--- src/rtl/traffic_field_controller_if.sv ---
// Controller-facing bundle: frame tick, raster position, buttons in; pixel colour and game status out.
interface traffic_field_controller_if;
  logic        tick;
  logic        bright;
  logic        up, down, left, right;
  logic [9:0]  hCount, vCount;
  logic [11:0] rgb;
  logic [9:0]  player_x, player_y;
  logic [3:0]  lives;
  logic [7:0]  score;
  logic        game_over;
  logic        hit;

  modport master (
    output tick, bright, up, down, left, right, hCount, vCount,
    input  rgb, player_x, player_y, lives, score, game_over, hit
  );
  modport slave (
    input  tick, bright, up, down, left, right, hCount, vCount,
    output rgb, player_x, player_y, lives, score, game_over, hit
  );
endinterface

--- src/rtl/traffic_field_controller.sv ---
// Player block plus NUM_LANES scrolling car lanes: motion on frame tick, pixel collision,
// PLAY/HIT/OVER game FSM and combinational playfield painter.
module tfc_lane #(
  parameter logic [9:0] Y     = 10'd0,
  parameter logic [9:0] X0    = 10'd0,
  parameter logic [3:0] SPD   = 4'd1,
  parameter logic       DIR   = 1'b0,
  parameter int         HALF  = 34,
  parameter int         X_MIN = 150,
  parameter int         X_MAX = 800
) (
  input  logic       clk,
  input  logic       rst,
  input  logic       tick_i,
  input  logic [9:0] h_i,
  input  logic [9:0] v_i,
  output logic       in_box_o
);
  localparam logic [10:0] SPD11  = {7'd0, SPD};
  localparam logic [10:0] HALF11 = 11'(HALF);
  localparam logic [10:0] XMIN11 = 11'(X_MIN);
  localparam logic [10:0] XMAX11 = 11'(X_MAX);
  localparam logic [10:0] Y11    = {1'b0, Y};

  logic [9:0]  x_q, x_d;
  logic [10:0] x11, fwd;

  always_comb begin
    x11 = {1'b0, x_q};
    fwd = x11 + SPD11;
    x_d = x_q;
    if (tick_i) begin
      if (DIR) x_d = (x11 < XMIN11 + SPD11) ? XMAX11[9:0] : 10'(x11 - SPD11);
      else     x_d = (fwd > XMAX11) ? XMIN11[9:0] : fwd[9:0];
    end
  end

  always_ff @(posedge clk or negedge rst) begin
    if (!rst) x_q <= X0;
    else      x_q <= x_d;
  end

  // Sum form keeps centre-half from underflowing near the field edge.
  assign in_box_o = (({1'b0, h_i} + HALF11) >= x11) && ({1'b0, h_i} <= x11 + HALF11) &&
                    (({1'b0, v_i} + HALF11) >= Y11) && ({1'b0, v_i} <= Y11 + HALF11);
endmodule

module traffic_field_controller #(
  parameter int                    NUM_LANES   = 4,
  parameter logic [NUM_LANES*10-1:0] LANE_Y    = {10'd450, 10'd320, 10'd250, 10'd130},
  parameter logic [NUM_LANES*10-1:0] LANE_X0   = {10'd450, 10'd600, 10'd450, 10'd450},
  parameter logic [NUM_LANES*4-1:0]  LANE_SPD  = {4'd8, 4'd2, 4'd6, 4'd4},
  parameter logic [NUM_LANES-1:0]    LANE_DIR  = 4'b0101,
  parameter logic [NUM_LANES*12-1:0] LANE_RGB  = {12'hFFF, 12'hFE8, 12'h08A, 12'hF0F},
  parameter int                    CAR_HALF    = 34,
  parameter int                    PLAYER_HALF = 30,
  parameter int                    X_MIN       = 150,
  parameter int                    X_MAX       = 800,
  parameter int                    Y_MAX       = 514,
  parameter int                    STEP        = 2,
  parameter int                    GOAL_Y      = 64,
  parameter int                    X0          = 450,
  parameter int                    Y0          = 484,
  parameter int                    LIVES       = 3,
  parameter int                    HIT_TICKS   = 32,
  parameter logic [11:0]           BG          = 12'h888,
  parameter logic [11:0]           PLAYER_RGB  = 12'hF00
) (
  input  logic clk,
  input  logic rst,
  traffic_field_controller_if.slave bus
);
  // Counter is at least 3 bits so the blink bit always exists.
  localparam int HW = ($clog2(HIT_TICKS) > 3) ? $clog2(HIT_TICKS) : 3;
  localparam logic [10:0] XLO  = 11'(X_MIN + PLAYER_HALF);
  localparam logic [10:0] XHI  = 11'(X_MAX - PLAYER_HALF);
  localparam logic [10:0] YHI  = 11'(Y_MAX - PLAYER_HALF);
  localparam logic [10:0] STP  = 11'(STEP);
  localparam logic [10:0] PH   = 11'(PLAYER_HALF);
  localparam logic [9:0]  X0_10   = 10'(X0);
  localparam logic [9:0]  Y0_10   = 10'(Y0);
  localparam logic [9:0]  GOAL_10 = 10'(GOAL_Y);
  localparam logic [3:0]  LIVES4  = 4'(LIVES);
  localparam logic [HW-1:0] HLAST = HW'(HIT_TICKS - 1);

  typedef enum logic [1:0] {S_PLAY, S_HIT, S_OVER} state_t;

  state_t          state_q, state_d;
  logic [9:0]      px_q, px_d, py_q, py_d, px_mv, py_mv;
  logic [3:0]      lives_q, lives_d;
  logic [7:0]      score_q, score_d;
  logic [HW-1:0]   hcnt_q, hcnt_d;
  logic            hpend_q, hpend_d;
  logic [NUM_LANES-1:0] lane_in;
  logic [10:0]     px11, py11, h11, v11, rmv, lmv, umv, dmv;
  logic            p_in, det, hit_now, p_draw;

  for (genvar g = 0; g < NUM_LANES; g++) begin : g_lane
    tfc_lane #(
      .Y(LANE_Y[g*10 +: 10]), .X0(LANE_X0[g*10 +: 10]), .SPD(LANE_SPD[g*4 +: 4]),
      .DIR(LANE_DIR[g]), .HALF(CAR_HALF), .X_MIN(X_MIN), .X_MAX(X_MAX)
    ) u_lane (
      .clk(clk), .rst(rst), .tick_i(bus.tick), .h_i(bus.hCount), .v_i(bus.vCount),
      .in_box_o(lane_in[g])
    );
  end

  always_comb begin
    px11 = {1'b0, px_q};
    py11 = {1'b0, py_q};
    h11  = {1'b0, bus.hCount};
    v11  = {1'b0, bus.vCount};
    p_in = ((h11 + PH) >= px11) && (h11 <= px11 + PH) &&
           ((v11 + PH) >= py11) && (v11 <= py11 + PH);
    det     = bus.bright && p_in && (|lane_in) && (state_q == S_PLAY);
    hit_now = hpend_q | det;
    rmv = px11 + STP;
    lmv = px11 - STP;
    umv = py11 - STP;
    dmv = py11 + STP;
    px_mv = px_q;
    py_mv = py_q;
    if (bus.right)     px_mv = (rmv > XHI) ? XHI[9:0] : rmv[9:0];
    else if (bus.left) px_mv = (px11 < XLO + STP) ? XLO[9:0] : lmv[9:0];
    else if (bus.up)   py_mv = umv[9:0];
    else if (bus.down) py_mv = (dmv > YHI) ? YHI[9:0] : dmv[9:0];
  end

  always_comb begin
    state_d = state_q;
    px_d    = px_q;
    py_d    = py_q;
    lives_d = lives_q;
    score_d = score_q;
    hcnt_d  = hcnt_q;
    hpend_d = bus.tick ? 1'b0 : hit_now;
    if (bus.tick) begin
      unique case (state_q)
        S_PLAY: begin
          px_d = px_mv;
          py_d = py_mv;
          if (hit_now) begin
            lives_d = lives_q - 4'd1;
            hcnt_d  = '0;
            state_d = S_HIT;
          end else if (py_mv <= GOAL_10) begin
            score_d = (score_q == 8'hFF) ? score_q : score_q + 8'd1;
            px_d    = X0_10;
            py_d    = Y0_10;
          end
        end
        S_HIT: begin
          hcnt_d = hcnt_q + 1'b1;
          if (hcnt_q == HLAST) begin
            if (lives_q == 4'd0) state_d = S_OVER;
            else begin
              px_d    = X0_10;
              py_d    = Y0_10;
              state_d = S_PLAY;
            end
          end
        end
        default: ;
      endcase
    end
  end

  always_ff @(posedge clk or negedge rst) begin
    if (!rst) begin
      state_q <= S_PLAY;
      px_q    <= X0_10;
      py_q    <= Y0_10;
      lives_q <= LIVES4;
      score_q <= 8'd0;
      hcnt_q  <= '0;
      hpend_q <= 1'b0;
    end else begin
      state_q <= state_d;
      px_q    <= px_d;
      py_q    <= py_d;
      lives_q <= lives_d;
      score_q <= score_d;
      hcnt_q  <= hcnt_d;
      hpend_q <= hpend_d;
    end
  end

  // Player blinks during HIT; lower lane index wins where cars overlap.
  always_comb begin
    p_draw  = (state_q == S_PLAY) || ((state_q == S_HIT) && !hcnt_q[2]);
    bus.rgb = BG;
    for (int i = NUM_LANES - 1; i >= 0; i--)
      if (lane_in[i]) bus.rgb = LANE_RGB[i*12 +: 12];
    if (p_draw && p_in) bus.rgb = PLAYER_RGB;
    if (!bus.bright) bus.rgb = 12'h000;
  end

  assign bus.player_x  = px_q;
  assign bus.player_y  = py_q;
  assign bus.lives     = lives_q;
  assign bus.score     = score_q;
  assign bus.game_over = (state_q == S_OVER);
  assign bus.hit       = (state_q == S_HIT);
endmodule

--- src/flat_wrapper.sv ---
// flat-port wrapper written by rule: the top's interface ports become plain ports
module traffic_field_controller_flat 
#(
  parameter int                    NUM_LANES   = 4,
  parameter logic [NUM_LANES*10-1:0] LANE_Y    = {10'd450, 10'd320, 10'd250, 10'd130},
  parameter logic [NUM_LANES*10-1:0] LANE_X0   = {10'd450, 10'd600, 10'd450, 10'd450},
  parameter logic [NUM_LANES*4-1:0]  LANE_SPD  = {4'd8, 4'd2, 4'd6, 4'd4},
  parameter logic [NUM_LANES-1:0]    LANE_DIR  = 4'b0101,
  parameter logic [NUM_LANES*12-1:0] LANE_RGB  = {12'hFFF, 12'hFE8, 12'h08A, 12'hF0F},
  parameter int                    CAR_HALF    = 34,
  parameter int                    PLAYER_HALF = 30,
  parameter int                    X_MIN       = 150,
  parameter int                    X_MAX       = 800,
  parameter int                    Y_MAX       = 514,
  parameter int                    STEP        = 2,
  parameter int                    GOAL_Y      = 64,
  parameter int                    X0          = 450,
  parameter int                    Y0          = 484,
  parameter int                    LIVES       = 3,
  parameter int                    HIT_TICKS   = 32,
  parameter logic [11:0]           BG          = 12'h888,
  parameter logic [11:0]           PLAYER_RGB  = 12'hF00
)
  (clk, rst, bus_tick, bus_bright, bus_up, bus_down, bus_left, bus_right, bus_hCount, bus_vCount, bus_rgb, bus_player_x, bus_player_y, bus_lives, bus_score, bus_game_over, bus_hit);
  traffic_field_controller_if bus_i ();
  input  logic clk;
  input  logic rst;
  input wire logic [$bits(bus_i.tick)-1:0] bus_tick;
  input wire logic [$bits(bus_i.bright)-1:0] bus_bright;
  input wire logic [$bits(bus_i.up)-1:0] bus_up;
  input wire logic [$bits(bus_i.down)-1:0] bus_down;
  input wire logic [$bits(bus_i.left)-1:0] bus_left;
  input wire logic [$bits(bus_i.right)-1:0] bus_right;
  input wire logic [$bits(bus_i.hCount)-1:0] bus_hCount;
  input wire logic [$bits(bus_i.vCount)-1:0] bus_vCount;
  output wire logic [$bits(bus_i.rgb)-1:0] bus_rgb;
  output wire logic [$bits(bus_i.player_x)-1:0] bus_player_x;
  output wire logic [$bits(bus_i.player_y)-1:0] bus_player_y;
  output wire logic [$bits(bus_i.lives)-1:0] bus_lives;
  output wire logic [$bits(bus_i.score)-1:0] bus_score;
  output wire logic [$bits(bus_i.game_over)-1:0] bus_game_over;
  output wire logic [$bits(bus_i.hit)-1:0] bus_hit;
  assign bus_i.tick = bus_tick;
  assign bus_i.bright = bus_bright;
  assign bus_i.up = bus_up;
  assign bus_i.down = bus_down;
  assign bus_i.left = bus_left;
  assign bus_i.right = bus_right;
  assign bus_i.hCount = bus_hCount;
  assign bus_i.vCount = bus_vCount;
  assign bus_rgb = bus_i.rgb;
  assign bus_player_x = bus_i.player_x;
  assign bus_player_y = bus_i.player_y;
  assign bus_lives = bus_i.lives;
  assign bus_score = bus_i.score;
  assign bus_game_over = bus_i.game_over;
  assign bus_hit = bus_i.hit;
  traffic_field_controller #(.NUM_LANES(NUM_LANES), .LANE_Y(LANE_Y), .LANE_X0(LANE_X0), .LANE_SPD(LANE_SPD), .LANE_DIR(LANE_DIR), .LANE_RGB(LANE_RGB), .CAR_HALF(CAR_HALF), .PLAYER_HALF(PLAYER_HALF), .X_MIN(X_MIN), .X_MAX(X_MAX), .Y_MAX(Y_MAX), .STEP(STEP), .GOAL_Y(GOAL_Y), .X0(X0), .Y0(Y0), .LIVES(LIVES), .HIT_TICKS(HIT_TICKS), .BG(BG), .PLAYER_RGB(PLAYER_RGB)) u_core (.clk(clk), .rst(rst), .bus(bus_i));
endmodule
--- config.mk ---
export PLATFORM = sky130hd
export DESIGN_NAME = traffic_field_controller_flat
export DESIGN_NICKNAME = d
export VERILOG_FILES = /design/src/rtl/traffic_field_controller_if.sv /design/src/rtl/traffic_field_controller.sv /design/src/flat_wrapper.sv
export SDC_FILE = /design/constraint.sdc
export NUM_CORES = 1
export LEC_CHECK = 0
export ABC_AREA = 0
export CAP_MARGIN = 20
export CORE_ASPECT_RATIO = 0.8
export CORE_MARGIN = 2
export CORE_UTILIZATION = 45
export CTS_BUF_LIST = sky130_fd_sc_hd__clkbuf_4 sky130_fd_sc_hd__clkbuf_8
export CTS_CLUSTER_DIAMETER = 120
export DETAILED_ROUTE_END_ITERATION = 12
export PLACE_DENSITY = 0.77
export SETUP_SLACK_MARGIN = 0.4
export SLEW_MARGIN = 30
export SYNTH_ARGS = -nofsm -noshare
export SYNTH_HDL_FRONTEND = slang
export SYNTH_SLANG_ARGS = --single-unit
--- constraint.sdc ---
create_clock -name clk -period 4 [get_ports clk]
set_input_delay 0.6 -clock clk [delete_from_list [all_inputs] [get_ports clk]]
set_output_delay 0.6 -clock clk [all_outputs]
set_load 0.005 [all_outputs]
== Word level (Yosys, flattened, before mapping) ==
Cells that the tools add are included.
Storage, ports and cells
  register bits after elaboration: 80
  latch bits: 0
  bits in writable memories: 0
  ROM bits: 0
  input port bits: 28
  output and inout port bits: 46
  word-level logic and storage cells: 137
  memories kept: 0
Cells by class
  add/sub/neg operators: 21
  multiply operators: 0
  divide/modulo/power cells: 0
  $lt $le $gt $ge: 28
  equal/unequal tests: 7
  shift-type cells: 0
  multiplexer cells: 36
  bitwise gates (word level): 3
  reductions and logical operators: 31
Operators with widths (number)
  $mux W10: 21
  $add A10 B6 Y11 const B: 6
  $ge A11 B10 Y1: 6
  $le A10 B11 Y1: 6
  $mux W12: 4
  $add A10 B5 Y11 const B: 4
  $pmux W10 S2: 2
  $gt A11 B10 Y1 const B: 3
  $le A10 B9 Y1 const B: 3
  $lt A10 B8 Y1 const B: 3
  $sub A10 B2 Y10 const B: 3
  $add A10 B2 Y11 const B: 2
  $ge A11 B8 Y1 const B: 2
  $ge A11 B9 Y1 const B: 2
  $mux W11: 2
  $logic_and A1 B1 Y1: 20
  $add A10 B3 Y11 const B: 1
  $add A10 B4 Y11 const B: 1
  $gt A11 B9 Y1 const B: 1
  $le A10 B7 Y1 const B: 1
  $le A10 B8 Y1 const B: 1
  $pmux W5 S2: 1
  $sub A10 B3 Y10 const B: 1
  $add A8 B1 Y8 const B: 1
  other kinds (23): 29

== Longest topological paths before layout ==
  depth after elaboration: 11
  gate-level depth with buffers: 19
  depth with buffers taken out: 17

== By module ==
A second synthesis with hierarchy kept.
Second synthesis, totals
  cells, all modules: 1187
  area total of the unflattened synthesis: 9706.8 um^2
By module, submodules not included
  traffic_field_controller: times used 1, cells an instance 564, area an instance 4438.0 um^2
  tfc_lane (u_core.g_lane[1].u_lane): times used 1, cells an instance 164, area an instance 1401.3 um^2
  tfc_lane (u_core.g_lane[3].u_lane): times used 1, cells an instance 160, area an instance 1341.3 um^2
  tfc_lane (u_core.g_lane[2].u_lane): times used 1, cells an instance 155, area an instance 1285.0 um^2
  tfc_lane (u_core.g_lane[0].u_lane): times used 1, cells an instance 144, area an instance 1241.2 um^2

== Worst setup path before layout ==
OpenSTA, ideal clock, no wires.
  path type: flip-flop to output port
  start point: register u_core.py_q[1], in the netlist u_core.bus.player_y[1]
  end point: output bus_rgb[6]
  arrival time: 3.348 ns
  required time: 3.400 ns
  slack: 0.052 ns
  cell stages (with the launch flop): 18
  cells stage by stage: dfrtp_1 inv_1 ha_1 nor3b_1 nor2_1 xnor2_1 ha_1 nand3_1 nor3_1 a211oi_1 o21ai_0 o21ai_0 a2111oi_0 nand2b_1 nand2b_1 inv_1 and3_1 buf_4
On the way
  longest elaborated chain between the ends: 6
  elaborated cells on any way between the ends: 8
RTL lines
  from (decl): RTL line traffic_field_controller.sv:89  | logic [9:0] px_q, px_d, py_q, py_d, px_mv, py_mv;
  from (signal assigned): RTL line traffic_field_controller.sv:180  | py_q <= py_d;
  $add A10 B5 Y11 / $ge A11 B10 Y1 (equally long branches): RTL line traffic_field_controller.sv:114  | ((v11 + PH) >= py11) && (v11 <= py11 + PH);
  $le A10 B11 Y1 / $logic_and A1 B1 Y1 (equally long branches): RTL line traffic_field_controller.sv:114, traffic_field_controller.sv:113
  $logic_and A1 B1 Y1 *: RTL line traffic_field_controller.sv:114
  $logic_and A1 B1 Y1 *: RTL line traffic_field_controller.sv:194  | if (p_draw && p_in) bus.rgb = PLAYER_RGB;
  $mux W12 *: RTL line traffic_field_controller.sv:194
  $mux W12 *: RTL line traffic_field_controller.sv:195  | if (!bus.bright) bus.rgb = 12'h000;
  to (decl): RTL line flat_wrapper.sv:36  | output wire logic [$bits(bus_i.rgb)-1:0] bus_rgb;
Mark *: on every way between the ends. The rest lies on a longest branch, timed or not.

== Final worst setup path ==
  start point: register u_core.px_q[1], in the netlist u_core.bus.player_x[1]
  end point: output bus_rgb[0]
On the way
  longest elaborated chain between the ends: 8
  elaborated cells on any way between the ends: 9
RTL lines
  from (decl): RTL line traffic_field_controller.sv:89
  from (signal assigned): RTL line traffic_field_controller.sv:179  | px_q <= px_d;
  $add A10 B5 Y11: RTL line traffic_field_controller.sv:113  | p_in = ((h11 + PH) >= px11) && (h11 <= px11 + PH) &&
  $le A10 B11 Y1: RTL line traffic_field_controller.sv:113
  $logic_and A1 B1 Y1 * (2 in a row): RTL line traffic_field_controller.sv:113
  $logic_and A1 B1 Y1 *: RTL line traffic_field_controller.sv:114
  $logic_and A1 B1 Y1 *: RTL line traffic_field_controller.sv:194
  $mux W12 *: RTL line traffic_field_controller.sv:194
  $mux W12 *: RTL line traffic_field_controller.sv:195
Marked as above.

==> out/qor.yml <==
clk_latency_ns: 0.40
synth_top_area_frac: 0.185
multi_input_area_um2: 7670
syn_avg_cell_area_um2: 7.91
critPathMaxFanout: 3
routed_wl_um: 32600
p_int_uw: 4320
port_buffers: 73
hold_violations: 0
antenna_left: 0
dp_hpwl_um: 23600
r2r_cells: 24
cp.arrival_ns: 3.75
fmax_mhz: 230
register_area_um2: 1940
yosysTopAreaCell: "ha_1"
cts_num_sinks: 76
timing.rr.start: "u_core.bus.player_x[1]"
core.rowCount: 46
cts_htree_levels: 3
ys.flop_type: "dfrtp_1"
grt_overflow: 0
ys_types: 78
power.switching_uw: 4020
relSlewSlack: 0.433
synth-seq-area-share: 0.209
ys_seq_elements: 76
clockBufferDepth: 2
ir_drop_uv: 276
grt_pass1_wl_um: 50700
ios: 74
yosysWarningCount: 0
violations: "setup timing"
fin_nets: 1611
pwr-share-seq: 0.177
num_vias: 10400
syn_area_um2: 9260
start_kind: "flop"
grt_use_met2: 0.443
die_h_um: 132
dr.pass1.iters: 7
pre_cts_slack_ns: -0.803
status: "finished, violations left"
power_density_nw_per_um2: 634
cts_made_buffers: 9
ctsHoldBuffers: 0
clockPowerShare: 0.073
routedWlPerCell_um: 19.0
synth.net_count: 1335
fp.coreArea_um2: 20000
synthTopCellsByArea: "ha_1 (19%), dfrtp_1 (13%), dfstp_2 (7.7%)"
hold_path_class: "in -> async"
hold_ws_ns: 0.217
stdcell_area_um2: 13100
die_x_um: 164
synthCells: 1170
grt_usage: 0.288
cap_violations: 0
fin_skew_ns: 0.0239
synth-async-reset-ratio: 1.00
fin_crit_sh: 1.09
start_util: 0.462
placed_area_um2: 11700
use_met1: 0.401
cts_tree: "built"
nFillCells: 1574
synth_edf_count: 0
required_ns: 3.40
r2r_slack_ns: -0.06
viasPerCell: 6.06
fin_crit_ns: 4.35
fin_util: 0.656
grt_pass1_vias: 10000
drv_slew: 0
critPathCaptureType: "output port"
worstMarginPinSlew_ns: 0.850
grt_max_degree: 77
rsz0062_at_grt: "true"
busiest_layer: "met2"
drc: 0
area_delta_synth_final_pct: 41.9
setup_ws_ns: -0.349
cts-root-buf: "clkbuf_8"
leakage_uw: 0.00592
setup_violations: 25
drive_gt1_frac: 0.316
antenna_found_initial: 0
rr_endpoint: "u_core.bus.player_y[1]"
clk_pin_slew_worst_paths_ns: 0.10
crit_type: "reg -> out"
met3_usage: 0.0610
switching_share: 0.482
dr.first_iter.drc_count: 976
comb_power_share: 0.749
gp_congestion: 0.988
die-area_um2: 21700
antennaDiodeCount: 0
## sequential cells by signal, indices dropped and copies added, names as in the netlist
signal / cells
u_core.bus.lives: 4
u_core.bus.player_x: 10
u_core.bus.player_y: 10
u_core.bus.score: 8
u_core.g_lane.u_lane.x_q: 36
u_core.hcnt_q: 5
u_core.hpend_q: 1
u_core.state_q: 2
## cell usage after synthesis (all sizes together), types with 8 or more instances
cell type,number
o41ai,8
nand4,26
o22ai,12
nand3,57
or3,10
buf,21
dfstp,27
nor3,46
nor2,75
xnor2,74
clkbuf,33
nor2b,10
a21oi,82
a41oi,10
o21a,9
a211oi,17
o21ai,73
nor4,18
xor2,19
nand2,89
inv,86
dfrtp,49
a31oi,16
and3,15
ha,137
a21o,20
nand2b,17
## worst max-delay path: stages (launching register included)
cell	delay (ns)
dfstp_2	0.59
inv_4	0.05
ha_4	0.16
nand2_4	0.08
nor2_4	0.05
or3_4	0.40
xnor2_4	0.15
ha_4	0.16
a21o_1	0.18
a21oi_2	0.17
nand2_1	0.09
nor2_2	0.13
o21ai_2	0.12
a2111oi_4	0.30
buf_4	0.18
nand2b_4	0.11
buf_4	0.12
nor2_1	0.04
dlygate4sd2_1	0.26
## final cells by class
| class | instances | share of cell area |
|---|---|---|
| Clock buffer | 9 | 0.00942 |
| Sequential cell | 76 | 0.147 |
| Tap cell | 264 | 0.0251 |
| Timing Repair Buffer | 318 | 0.204 |
| Multi-Input combinational cell | 949 | 0.584 |
| Clock inverter | 7 | 0.00447 |
| Inverter | 92 | 0.0265 |
## metal layers
metal / wire length [um] / up-vias
li1: - / 4842
met2: 14700 / 493
met3: 2690 / 96
met4: 1060 / 0
met1: 14200 / 4956
met5: 0 / -
## layout by cell type (no fill, tap or decap), drive strengths merged, types with 6 or more instances in the layout
master	n
buf	255
ha	137
nand2	90
inv	89
a21oi	82
nor2	75
xnor2	74
o21ai	73
nand3	57
clkdlybuf4s50	51
dfrtp	49
nor3	46
dfstp	27
nand4	26
a21o	20
xor2	19
nor4	18
nand2b	17
a211oi	17
a31oi	16
and3	15
o22ai	12
clkbuf	11
or3	10
a41oi	10
nor2b	10
o21a	9
clkinv	9
o41ai	8
mux2i	7
o31ai	7
a22oi	7
o211ai	6
o2111ai	6
or2	6
o32ai	6
## repair_timing
item,in CTS,in global routing
gates resized for setup,167,80
setup endpoints to repair,50,50
pin swaps,63,49
gates cloned,1,0
buffers inserted,21,16
hold endpoints to repair,0,0
## how the worst max path moves through the flow
stage	slack (ns)	to	cells past startpoint	startpoint
after floorplan	0.26	bus_rgb[6]	18	u_core.bus.player_x[1]
after detailed placement	-0.80	bus_rgb[1]	14	bus_hCount[2]
final	-0.35	bus_rgb[0]	18	u_core.bus.player_x[1]
after global placement	-0.74	bus_rgb[4]	17	bus_hCount[1]
after CTS	-0.35	bus_rgb[2]	18	u_core.bus.player_x[1]
after global routing	-0.49	bus_rgb[5]	19	u_core.bus.player_x[1]
## logic make-up after synthesis
| kind of cell | count (synthesis) | share of synthesized area |
|---|---|---|
| AO/OA/AOI/OAI | 320 | 0.230 |
| buffers and inverters | 146 | 0.0666 |
| flip-flops | 76 | 0.209 |
| AND/OR/NAND/NOR | 390 | 0.212 |
| adder cells (fa/ha/maj) | 137 | 0.185 |
| XOR/XNOR | 93 | 0.0888 |
| multiplexers | 8 | 0.00878 |
## power groups by stage
| stage | combinational [uW] | clock, uW | sequential (uW) |
|---|---|---|---|
| detailed placement | 5180 | 0 | 1450 |
| finish | 6250 | 611 | 1480 |
| global route | 6780 | 649 | 1520 |
| CTS | 5710 | 618 | 1450 |
| floorplan | 3210 | 0 | 1360 |
| global placement | 4990 | 0 | 1440 |
## stage by stage
| stage | power [uW] | cells | TNS, ns |
|---|---|---|---|
| after global routing | 8950 | 1715 | -8.43 |
| final | 8340 | 1715 | -3.85 |
| after detailed placement | 6620 | 1661 | -30.49 |
| after CTS | 7770 | 1699 | -3.53 |
| after floorplan | 4570 | 1170 | 0 |
| after global placement | 6430 | 1661 | -26.71 |
Note: power is estimated with default switching activity, not from simulation.
